**config.mk**
```make
export PLATFORM = sky130hd
export DESIGN_NAME = hazard_stall_ctrl
export DESIGN_NICKNAME = d
export VERILOG_FILES = /design/src/rtl/hazard_stall_ctrl.sv
export SDC_FILE = /design/constraint.sdc
export NUM_CORES = 1
export LEC_CHECK = 0
export ABC_AREA = 1
export CAP_MARGIN = 20
export CORE_MARGIN = 3
export CORE_UTILIZATION = 35
export DETAILED_ROUTE_END_ITERATION = 16
export GPL_TIMING_DRIVEN = 0
export SETUP_SLACK_MARGIN = 0.15
export SLEW_MARGIN = 20
export SYNTH_ARGS = -nofsm -noshare
export SYNTH_HDL_FRONTEND = slang
export SYNTH_SLANG_ARGS = --single-unit
```
**constraint.sdc**
```tcl
create_clock -name clk_i -period 1.76 [get_ports clk_i]
set_input_delay 0.264 -clock clk_i [delete_from_list [all_inputs] [get_ports clk_i]]
set_output_delay 0.264 -clock clk_i [all_outputs]
set_load 0.01 [all_outputs]
```
**src/rtl/hazard_stall_ctrl.sv**
```systemverilog
// Pipeline sequencing controller: tracks in-flight destinations in EX/MEM/WB, stalls ID on RAW,
// freezes on memory busy, flushes IF/ID on taken branches and keeps stall statistics.
module hazard_stall_ctrl #(
  parameter bit WB_RESOLVED = 1'b1,
  parameter int MAX_STALL   = 64,
  parameter int CNT_W       = 16
) (
  input  logic             clk_i,
  input  logic             rst_ni,
  input  logic             id_valid_i,
  input  logic [4:0]       id_rs_i,
  input  logic [4:0]       id_rt_i,
  input  logic [4:0]       id_rd_i,
  input  logic             id_reg_dest_i,
  input  logic             id_reg_write_i,
  input  logic             id_uses_rs_i,
  input  logic             id_uses_rt_i,
  input  logic             mem_busy_i,
  input  logic             flush_i,
  output logic             pc_en_o,
  output logic             if_id_en_o,
  output logic             if_id_flush_o,
  output logic             id_ex_en_o,
  output logic             id_ex_bubble_o,
  output logic             ex_mem_en_o,
  output logic             mem_wb_en_o,
  output logic             hazard_stall_o,
  output logic [CNT_W-1:0] stall_cnt_o,
  output logic             stall_timeout_o
);
  localparam int CW = $clog2(MAX_STALL + 1);

  typedef struct packed {
    logic       vld;
    logic       rw;
    logic [4:0] dest;
  } slot_t;

  typedef enum logic [1:0] {RUN, RAW, FLUSH, FREEZE} mode_e;

  slot_t            ex_q, ex_d, mem_q, mem_d, wb_q, wb_d, id_slot;
  logic [CNT_W-1:0] cnt_q, cnt_d;
  logic [CW-1:0]    consec_q, consec_d;
  logic             timeout_q, timeout_d;
  logic             rs_hit, rt_hit, raw, stall;
  mode_e            mode;

  function automatic logic hit(input slot_t s, input logic [4:0] r);
    return s.vld && s.rw && (s.dest == r) && (r != 5'd0);
  endfunction

  assign id_slot = {id_valid_i, id_reg_write_i, id_reg_dest_i ? id_rd_i : id_rt_i};
  assign rs_hit  = hit(ex_q, id_rs_i) || hit(mem_q, id_rs_i) || (!WB_RESOLVED && hit(wb_q, id_rs_i));
  assign rt_hit  = hit(ex_q, id_rt_i) || hit(mem_q, id_rt_i) || (!WB_RESOLVED && hit(wb_q, id_rt_i));
  assign raw     = id_valid_i && ((id_uses_rs_i && rs_hit) || (id_uses_rt_i && rt_hit));

  always_comb begin
    mode = RUN;
    if (mem_busy_i)   mode = FREEZE;
    else if (flush_i) mode = FLUSH;
    else if (raw)     mode = RAW;
  end

  // Controls are forced low while reset is held, independent of the decoded mode.
  always_comb begin
    pc_en_o        = 1'b0;
    if_id_en_o     = 1'b0;
    if_id_flush_o  = 1'b0;
    id_ex_en_o     = 1'b0;
    id_ex_bubble_o = 1'b0;
    ex_mem_en_o    = 1'b0;
    mem_wb_en_o    = 1'b0;
    hazard_stall_o = 1'b0;
    if (rst_ni) begin
      case (mode)
        RUN: begin
          pc_en_o     = 1'b1;
          if_id_en_o  = 1'b1;
          id_ex_en_o  = 1'b1;
          ex_mem_en_o = 1'b1;
          mem_wb_en_o = 1'b1;
        end
        RAW: begin
          id_ex_en_o     = 1'b1;
          id_ex_bubble_o = 1'b1;
          ex_mem_en_o    = 1'b1;
          mem_wb_en_o    = 1'b1;
          hazard_stall_o = 1'b1;
        end
        FLUSH: begin
          pc_en_o        = 1'b1;
          if_id_en_o     = 1'b1;
          if_id_flush_o  = 1'b1;
          id_ex_en_o     = 1'b1;
          id_ex_bubble_o = 1'b1;
          ex_mem_en_o    = 1'b1;
          mem_wb_en_o    = 1'b1;
        end
        default: ;
      endcase
    end
  end

  always_comb begin
    ex_d  = ex_q;
    mem_d = mem_q;
    wb_d  = wb_q;
    if (mode != FREEZE) begin
      wb_d  = mem_q;
      mem_d = ex_q;
      ex_d  = (mode == RUN) ? id_slot : '0;
    end
    stall = (mode == FREEZE) || (mode == RAW);
    cnt_d = cnt_q;
    if (stall && (cnt_q != '1)) cnt_d = cnt_q + CNT_W'(1);
    consec_d = '0;
    if (stall) consec_d = (consec_q == CW'(MAX_STALL)) ? consec_q : consec_q + CW'(1);
    timeout_d = timeout_q || (consec_d == CW'(MAX_STALL));
  end

  always_ff @(posedge clk_i or negedge rst_ni) begin
    if (!rst_ni) begin
      ex_q      <= '0;
      mem_q     <= '0;
      wb_q      <= '0;
      cnt_q     <= '0;
      consec_q  <= '0;
      timeout_q <= 1'b0;
    end else begin
      ex_q      <= ex_d;
      mem_q     <= mem_d;
      wb_q      <= wb_d;
      cnt_q     <= cnt_d;
      consec_q  <= consec_d;
      timeout_q <= timeout_d;
    end
  end

  assign stall_cnt_o     = cnt_q;
  assign stall_timeout_o = timeout_q;
endmodule

```
; ---- Word-level counts from Yosys, hierarchy flattened
; Cells that the tools add are included.
[word_totals]
reg_bits = 38
output_inout_bits = 25
word_cells = 64
[op_classes]
muxes = 17
reduce_logical = 25
eq_ne = 11
n_addsub = 2
[ops]
columns = cell, count
row1 = $mux W7, 3
row2 = $eq A5 B5 Y1, 4
row3 = $add A16 B1 Y16 const B, 1
row4 = $ne A16 B16 Y1 const B, 1
row5 = $eq A7 B7 Y1 const B, 2
row6 = $logic_and A1 B1 Y1, 14
row7 = $mux W1, 11
row8 = $reduce_bool A5 Y1, 2
row9 = $add A7 B1 Y7 const B, 1
row10 = $logic_or A1 B1 Y1, 5
row11 = $mux W5, 1
row12 = $eq A2 B2 Y1 const B, 2
row13 = $mux W2, 2
row14 = $reduce_or A2 Y1, 2
row15 = $reduce_or A3 Y1, 1
row16 = $eq A2 B1 Y1 const B, 1
row17 = $logic_not A2 Y1, 1
row18 = $ne A2 B2 Y1 const B, 1

; ---- Depth between registers and ports, before layout
; Gate-level depths: netlist (run 1).
[logic_depth]
word_depth = 15
ltp_mapped = 15
ltp_nobuf = 15

; ---- Worst setup path after synthesis (run 1)
; No wires, ideal clock.
[synth_timing]
path_type = reg2reg
from = register cnt_q[0], in the netlist stall_cnt_o[0]
to = register cnt_q[2], in the netlist stall_cnt_o[2]
path_buffers = 1
period_less_slack_ps = 1827
setup_ps = 123
stages_incl_launch_ff = 14
setup_slack_ps = -67
t_required_ps = 1637
t_arrival_ps = 1704
cell_sequence = dfrtp_1 -> ha_1 -> inv_1 -> nor3_2 -> inv_2 -> nor2_4 -> nand2_2 -> nor2_4 -> nand4_2 -> nand2_4 -> inv_4 -> buf_8 -> nand3_1 -> nand2_1
[synth_between]
elab_chain_len = 2
word_cells_on_any_way = 3
cone_classes = 1 x add/sub / 1 x eq/ne / 1 x reduce/logical
[synth_lines]
columns = element, line_no
row1 = start: declaration, 42  ; logic [CNT_W-1:0] cnt_q, cnt_d;
row2 = start signal: assignment, 133  ; cnt_q <= cnt_d;
row3 = branches (longest 2 deep; another with $add A16 B1 Y16), --
; Several ways; the timed one is not identified.
; A chain may end at the register's enable or synchronous reset.

; ---- Worst setup path after layout (run 1)
[layout_timing]
from = register mem_q[3] in the netlist's numbering
to = output pc_en_o
[layout_between]
elab_chain_len = 14
word_cells_on_any_way = 20
cone_classes = 3 x eq/ne / 5 x mux / 12 x reduce/logical
[layout_lines]
columns = element, line_no
row1 = start: declaration, 41  ; slot_t ex_q, ex_d, mem_q, mem_d, wb_q, wb_d, id_slot;
row2 = start signal: assignment, 131  ; mem_q <= mem_d;
row3 = $eq A5 B5 Y1, 49  ; return s.vld && s.rw && (s.dest == r) && (r != 5'd0);
row4 = $logic_and A1 B1 Y1 (2 in a row), 49
row5 = $logic_or A1 B1 Y1 (on tied branches), "53, 54"
row6 = $logic_and A1 B1 Y1, 55  ; assign raw = id_valid_i && ((id_uses_rs_i && rs_hit) || (id_uses_rt_i && rt_hit));
row7 = $logic_or A1 B1 Y1 *, 55
row8 = $logic_and A1 B1 Y1 *, 55
row9 = $mux W1 *, 61  ; else if (raw) mode = RAW;
row10 = $mux W2 *, 60  ; else if (flush_i) mode = FLUSH;
row11 = $mux W2 *, 59  ; if (mem_busy_i) mode = FREEZE;
row12 = $eq A2 B2 Y1 / $logic_not A2 Y1 (equally long branches), 75  ; case (mode)
row13 = $reduce_or A2 Y1 (no line) *, --
row14 = $mux W1 *, 75
row15 = $mux W1 *, 74  ; if (rst_ni) begin
row16 = end: declaration, 20  ; output logic pc_en_o,
; Every way passes the cells marked *; elsewhere a longest branch is shown, timed or not.

==> impl_metrics.toml, run 1 <==
[status]
outcome = "finished with violations"
violations = "setup timing"

[synth]
yosysTopAreaCell = "dfrtp_1"
ys_seq_elements = 38
synth_edf_count = 0
yosys_most_used_dff = "dfrtp_1"
synth_nets = 377
syn_area_um2 = 2390
async_reset_ff_share_pct = 100
seq_area_frac_synth_pct = 39.8
synth_top_area_share_pct = 39.8
ys_types = 31
synth_cells = 350
synth_area_leaders = "dfrtp_1, nand2_1, inv_1"
syn_avg_cell_area_um2 = 6.83
ys_warn_count = 0

[clocking]
path_clk_slew_ps = 80
clk_latency_ps = 300
cts_buffers = 5
cts.htree.levels = 2
cts.sinks = 38
cts-root-buf = "clkbuf_8"
cts_tree = "built"
clockBufferDepth = 2

[worst_setup_path]
end_kind = "primary output"
cp_cell_sequence = "inv_1, nand2_1, nand2_1, nor2_1, nand3_1, nand2_1, nand2_1, nand2_2, nand2_4, nand2_4, nor2_4, buf_6, buf_6"
max_stage_delay_ps = 400
critPathMaxFanout = 4
cp.arrival_ps = 1660
startpoint_type = "register"
required_ps = 1500
criticalPathCategory = "reg2out"
cp_slowest_cell = "dfrtp_1"
cpMostUsedCell = "nand2_1"

[final_layout]
n_antenna_cell = 0
finalNonFillerCells = 510
nets = 459
utilization_pct = 54.3
syn_to_final_growth_pct = 47.5
drive_above_1_share_pct = 23.3

[sta]
max_freq_mhz = 520
slew_viol_final = 0
rsz0062_at_grt = "true"
worst_pin_slew_ps = 596
hold_viol_final = 0
period_needed_ps = 1920
post-route-period-util_pct = 109
timing.final.ws_setup_ps = -165
holdWs_ps = 311
slew_headroom_pct = 60.1
finClkSkew_ps = 12.6
setup_viol = 35

[flow_run]
cap_viol_max_count = 0

[floorplanning]
initial_core_util_pct = 36.8
die_area_um2 = 7860
die_h_um = 88.6
core_um2 = 6490
io_pins = 49
chipWidth_um = 88.6
rows = 29

[worst_hold_path]
min_path_type = "in2reg"

[drt]
wirelength_um = 6330
via_count = 2374
first_pass_iters = 4
first_iter_violations = 89
drc = 0
antenna_left = 0
vias_per_cell = 4.65
avgRoutedWirePerCell_um = 12.4

[global_route]
grt_usage_pct = 17.1
grt_pass1_vias = 2330
grt-ovfl-total = 0
grt_pass1_wl_um = 10500
grt_max_degree = 14
antenna_found_initial = 0

[power_and_ir_drop]
power_density_nw_per_um2 = 722
fin_total_pwr_mw = 2.55
irDropWorstVdd_mv = 0.685
p_leak_nw = 1.81

[place]
place_inst = 475
dp_hpwl_um = 4310
pre_cts_slack_ps = -839
io_buffers = 47
gp_congestion = 0.823
registers in the layout (all words and copies together) (netlist names):
signal	cells
mem_q	7
stall_cnt_o	16
consec_q	7
stall_timeout_o	1
ex_q	7
where the power goes:
group	leakage [nW]	internal (mW)	switching (mW)	total [mW]
combinational	1.27	0.421	0.403	0.825
clock	0.0472	0.315	0.323	0.639
sequential	0.493	0.981	0.102	1.08
total	1.81	1.72	0.829	2.55
final timing paths:
kind | start | end | slack (ps) | cells after the start
min in group asynchronous | rst_ni | stall_cnt_o[8]$_DFFE_PN0P_ | 500 | 2
worst min-delay path | mem_busy_i | mem_q[5]$_DFFE_PN0P_ | 310 | 2
max in group asynchronous | rst_ni | stall_cnt_o[12]$_DFFE_PN0P_ | 750 | 3
worst max-delay path | mem_q[3]$_DFFE_PN0P_ | pc_en_o | -160 | 13
worst max register to register | stall_cnt_o[0]$_DFFE_PN0P_ | stall_cnt_o[12]$_DFFE_PN0P_ | -140 | 13
worst min register to register | stall_timeout_o$_DFF_PN0_ | stall_timeout_o$_DFF_PN0_ | 470 | 2
repair_timing:
item	4_1_cts	5_1_grt
gates resized for setup	76	28
setup buffers	19	2
hold buffers	3	0
pin swaps	11	8
cloned	3	0
endpoints found under the hold margin	25	0
setup endpoints to repair	39	44
cells by family after synthesis:
family	Yosys count	synth area share [%]
AND/OR/NAND/NOR	201	35.9
buffers and inverters	63	11.3
AO/OA/AOI/OAI	34	7.43
flip-flops	38	39.8
XOR/XNOR	11	4.03
adder cells (fa/ha/maj)	3	1.57
routing by layer:
| layer | track usage, % | part of all wire [%] | vias to the layer above |
|---|---|---|---|
| li1 | - | - | 1233 |
| met1 | 21.9 | 46 | 1090 |
| met2 | 29.1 | 49 | 46 |
| met3 | 3.45 | 4.1 | 5 |
| met4 | 4.81 | 1.0 | 0 |
| met5 | 0 | 0 | - |
cell usage in the layout (no fill, tap or decap), types with 3 or more instances in the layout:
cell / netlist / routed
nand2_1: 128 / 124
inv_1: 51 / 40
dfrtp_1: 38 / 32
nor2_1: 39 / 30
clkdlybuf4s50_1: 0 / 24
o21ai_0: 30 / 23
buf_4: 3 / 15
nand3_1: 14 / 14
inv_2: 4 / 13
buf_6: 1 / 11
dlygate4sd2_1: 0 / 11
xor2_1: 8 / 8
nor2_2: 0 / 6
clkbuf_8: 0 / 6
dlymetal6s2s_1: 0 / 6
dfrtp_2: 0 / 6
nor2_4: 2 / 5
o21ai_2: 1 / 5
nand2_2: 2 / 4
nand4_1: 3 / 3
o21ai_1: 0 / 3
clkinvlp_4: 0 / 3
buf_8: 1 / 3
dlygate4sd3_1: 0 / 3
cells in the mapped netlist (2+ instances only):
| master | n |
|---|---|
| nand2_1 | 128 |
| inv_1 | 51 |
| nor2_1 | 39 |
| dfrtp_1 | 38 |
| o21ai_0 | 30 |
| nand3_1 | 14 |
| xor2_1 | 8 |
| inv_2 | 4 |
| buf_4 | 3 |
| ha_1 | 3 |
| nand4_1 | 3 |
| nor3_1 | 3 |
| xnor2_1 | 3 |
| a21oi_1 | 2 |
| nand2_2 | 2 |
| nand3b_2 | 2 |
| nor2_4 | 2 |
| or2_2 | 2 |
layout make-up:
cell class              count  area, µm²
well taps                  77       96.3
clock inverters             2       12.5
inverters                  56        230
multi-input cells         249       1290
flip-flops and latches     38        958
clock buffers               6       82.6
fillers                   629       2970
plain buffers               7       63.8
repair buffers             75        790
critical path: cells and delay by family (launching register included):
| kind | cells | cell delay (ps) |
|---|---|---|
| and+or+nand+nor | 10 | 700 |
| buffers and inverters | 3 | 280 |
| DFF | 1 | 400 |
through the flow:
| step | TNS (ps) | area [µm²] |
|---|---|---|
| 2_1_floorplan | -312 | 2400 |
| 6_report | -3650 | 3530 |
| 3_5_place_dp | -16580 | 2980 |
| 5_1_grt | -8990 | 3530 |
| 4_1_cts | -3540 | 3430 |
| 3_3_place_gp | -49770 | 2970 |
No activity file was read; power rests on OpenSTA's default activity.
==> run 2: changes to the inputs <==
--- a/config.mk
+++ b/config.mk
@@ -6,11 +6,12 @@
 export NUM_CORES = 1
 export LEC_CHECK = 0
 export ABC_AREA = 1
-export CAP_MARGIN = 20
+export CAP_MARGIN = 0
 export CORE_MARGIN = 3
 export CORE_UTILIZATION = 35
 export DETAILED_ROUTE_END_ITERATION = 16
 export GPL_TIMING_DRIVEN = 0
+export REMOVE_ABC_BUFFERS = 1
 export SETUP_SLACK_MARGIN = 0.15
 export SLEW_MARGIN = 20
 export SYNTH_ARGS = -nofsm -noshare
==> impl_metrics.toml, run 2 (synthesis gave the netlist of run 1 again) <==
[sta]
slew_headroom_pct = 58.9
worst_pin_slew_ps = 614
slew_viol_final = 0
setup_viol = 19
max_freq_mhz = 540
rsz0062_at_grt = "true"
finClkSkew_ps = 4.94
timing.final.ws_setup_ps = -92.3
period_needed_ps = 1850
hold_viol_final = 0
post-route-period-util_pct = 105

[clocking]
path_clk_slew_ps = 70
clockBufferDepth = 2
cts.sinks = 38
cts-root-buf = "clkbuf_8"
clk_latency_ps = 280
cts_buffers = 5
cts.htree.levels = 2
cts_tree = "built"

[global_route]
grt_pass1_vias = 2214
grt-ovfl-total = 0
grt_usage_pct = 15.9
grt_pass1_wl_um = 9890
antenna_found_initial = 0
grt_max_degree = 17

[power_and_ir_drop]
p_seq_share_pct = 44.0
pwr-share-comb_pct = 33.1
irDropWorstVdd_mv = 0.585
p_sw_uw = 806
fin_total_pwr_mw = 2.46
p_leak_nw = 1.74
power_density_nw_per_um2 = 723
switching_share_pct = 32.7
p_int_mw = 1.66
clock_power_share_pct = 22.9

[floorplanning]
die_h_um = 88.6
io_pins = 49
chipWidth_um = 88.6
rows = 29
initial_core_util_pct = 36.8
core_um2 = 6490
die_area_um2 = 7860

[final_layout]
layout_commonest_cell = "nand2_1"
fillers = 631
largest_reg_flops = 16
n_antenna_cell = 0
multi_input_area_um2 = 1330
utilization_pct = 52.4
layout_common_cells = "nand2_1, inv_1, dfrtp_1, nor2_1, clkdlybuf4s50_1"
syn_to_final_growth_pct = 42.5
nets = 450
seq_area_um2 = 953
final_area_um2 = 3410
drive_above_1_share_pct = 23.6

[worst_setup_path]
startpoint_type = "register"
required_ps = 1500
end_kind = "primary output"
r2r_cells = 13
r2r_setup_slack_ps = -70
r2r_end = "ex_q[6]$_DFFE_PN0P_"
criticalPathCategory = "reg2out"
critPathMaxFanout = 4
reg2reg_from = "mem_q[2]$_DFFE_PN0P_"
cp.arrival_ps = 1590

[worst_hold_path]
min_path_type = "in2async"

[status]
violations = "setup timing"
outcome = "finished with violations"

[place]
dpl_cell_area_um2 = 2930
gp_congestion = 0.832
dp_hpwl_um = 4190
pre_cts_slack_ps = -794
io_buffers = 48

[flow_run]
cap_viol_max_count = 0

[drt]
first_iter_violations = 44
vias_per_cell = 4.74
first_pass_iters = 4
avgRoutedWirePerCell_um = 12.2
drc = 0
wirelength_um = 6110
antenna_left = 0
via_count = 2371
run 2: worst max-delay path, cell delays in order, from the launching register on:
cell	delay [ps]
dfrtp_1	420
xor2_1	160
nor2_1	110
nand3_1	70
nand2_1	70
nand2_1	60
nand2_2	90
nand2_4	70
nand2_4	90
nor2_4	40
buf_2	140
run 2: through the flow:
stage | hold slack (ps) | cells | setup TNS (ps)
2_1_floorplan | -31.6 | 343 | -204
3_3_place_gp | 450 | 468 | -49900
3_5_place_dp | 171 | 469 | -17790
4_1_cts | 11.4 | 498 | -540
5_1_grt | 7.28 | 500 | -5400
6_report | 17.4 | 500 | -695
run 2: power groups by stage:
stage / sequential [mW] / combinational, mW / clock (mW)
final: 1.08 / 0.815 / 0.563
after global routing: 1.10 / 0.911 / 0.629
after CTS: 1.08 / 0.794 / 0.585
after detailed placement: 1.10 / 0.628 / 0
after global placement: 1.10 / 0.619 / 0
after floorplan: 1.12 / 0.302 / 0
run 2: metal layers:
| layer | GRT usage (%) | routed length, µm | up-vias | share of wire, % |
|---|---|---|---|---|
| li1 | - | - | 1213 | - |
| met1 | 20.6 | 2750 | 1099 | 45 |
| met2 | 27.6 | 3000 | 50 | 49 |
| met3 | 3.72 | 303 | 9 | 5.0 |
| met4 | 2.47 | 62 | 0 | 1.0 |
| met5 | 0 | 0 | - | 0 |
run 2: area by class of cell:
| type | instances | area share, % |
|---|---|---|
| Multi-Input combinational cell | 249 | 39.2 |
| Timing Repair inverter | 2 | 0.588 |
| Clock buffer | 7 | 2.24 |
| Inverter | 56 | 6.50 |
| Tap cell | 77 | 2.83 |
| Sequential cell | 38 | 28.0 |
| Timing Repair Buffer | 71 | 20.7 |
run 2: worst max-delay path by stage:
| stage | from | endpoint | slack (ps) | cells past startpoint |
|---|---|---|---|---|
| CTS | mem_q[4]$_DFFE_PN0P_ | id_ex_bubble_o | -120 | 11 |
| floorplan | stall_cnt_o[0]$_DFFE_PN0P_ | stall_cnt_o[12]$_DFFE_PN0P_ | -30 | 12 |
| global placement | rst_ni | id_ex_bubble_o | -1780 | 6 |
| detailed placement | id_rt_i[2] | if_id_en_o | -790 | 11 |
| finish | mem_q[2]$_DFFE_PN0P_ | if_id_en_o | -90 | 10 |
| global route | mem_q[2]$_DFFE_PN0P_ | if_id_en_o | -230 | 10 |
run 2: what timing repair did:
action,4_1_cts,5_1_grt
setup buffers,17,2
setup endpoints to repair,39,38
pin swaps,21,7
gates cloned,3,0
endpoints found under the hold margin,24,0
hold buffers,2,0
resized for setup,101,15
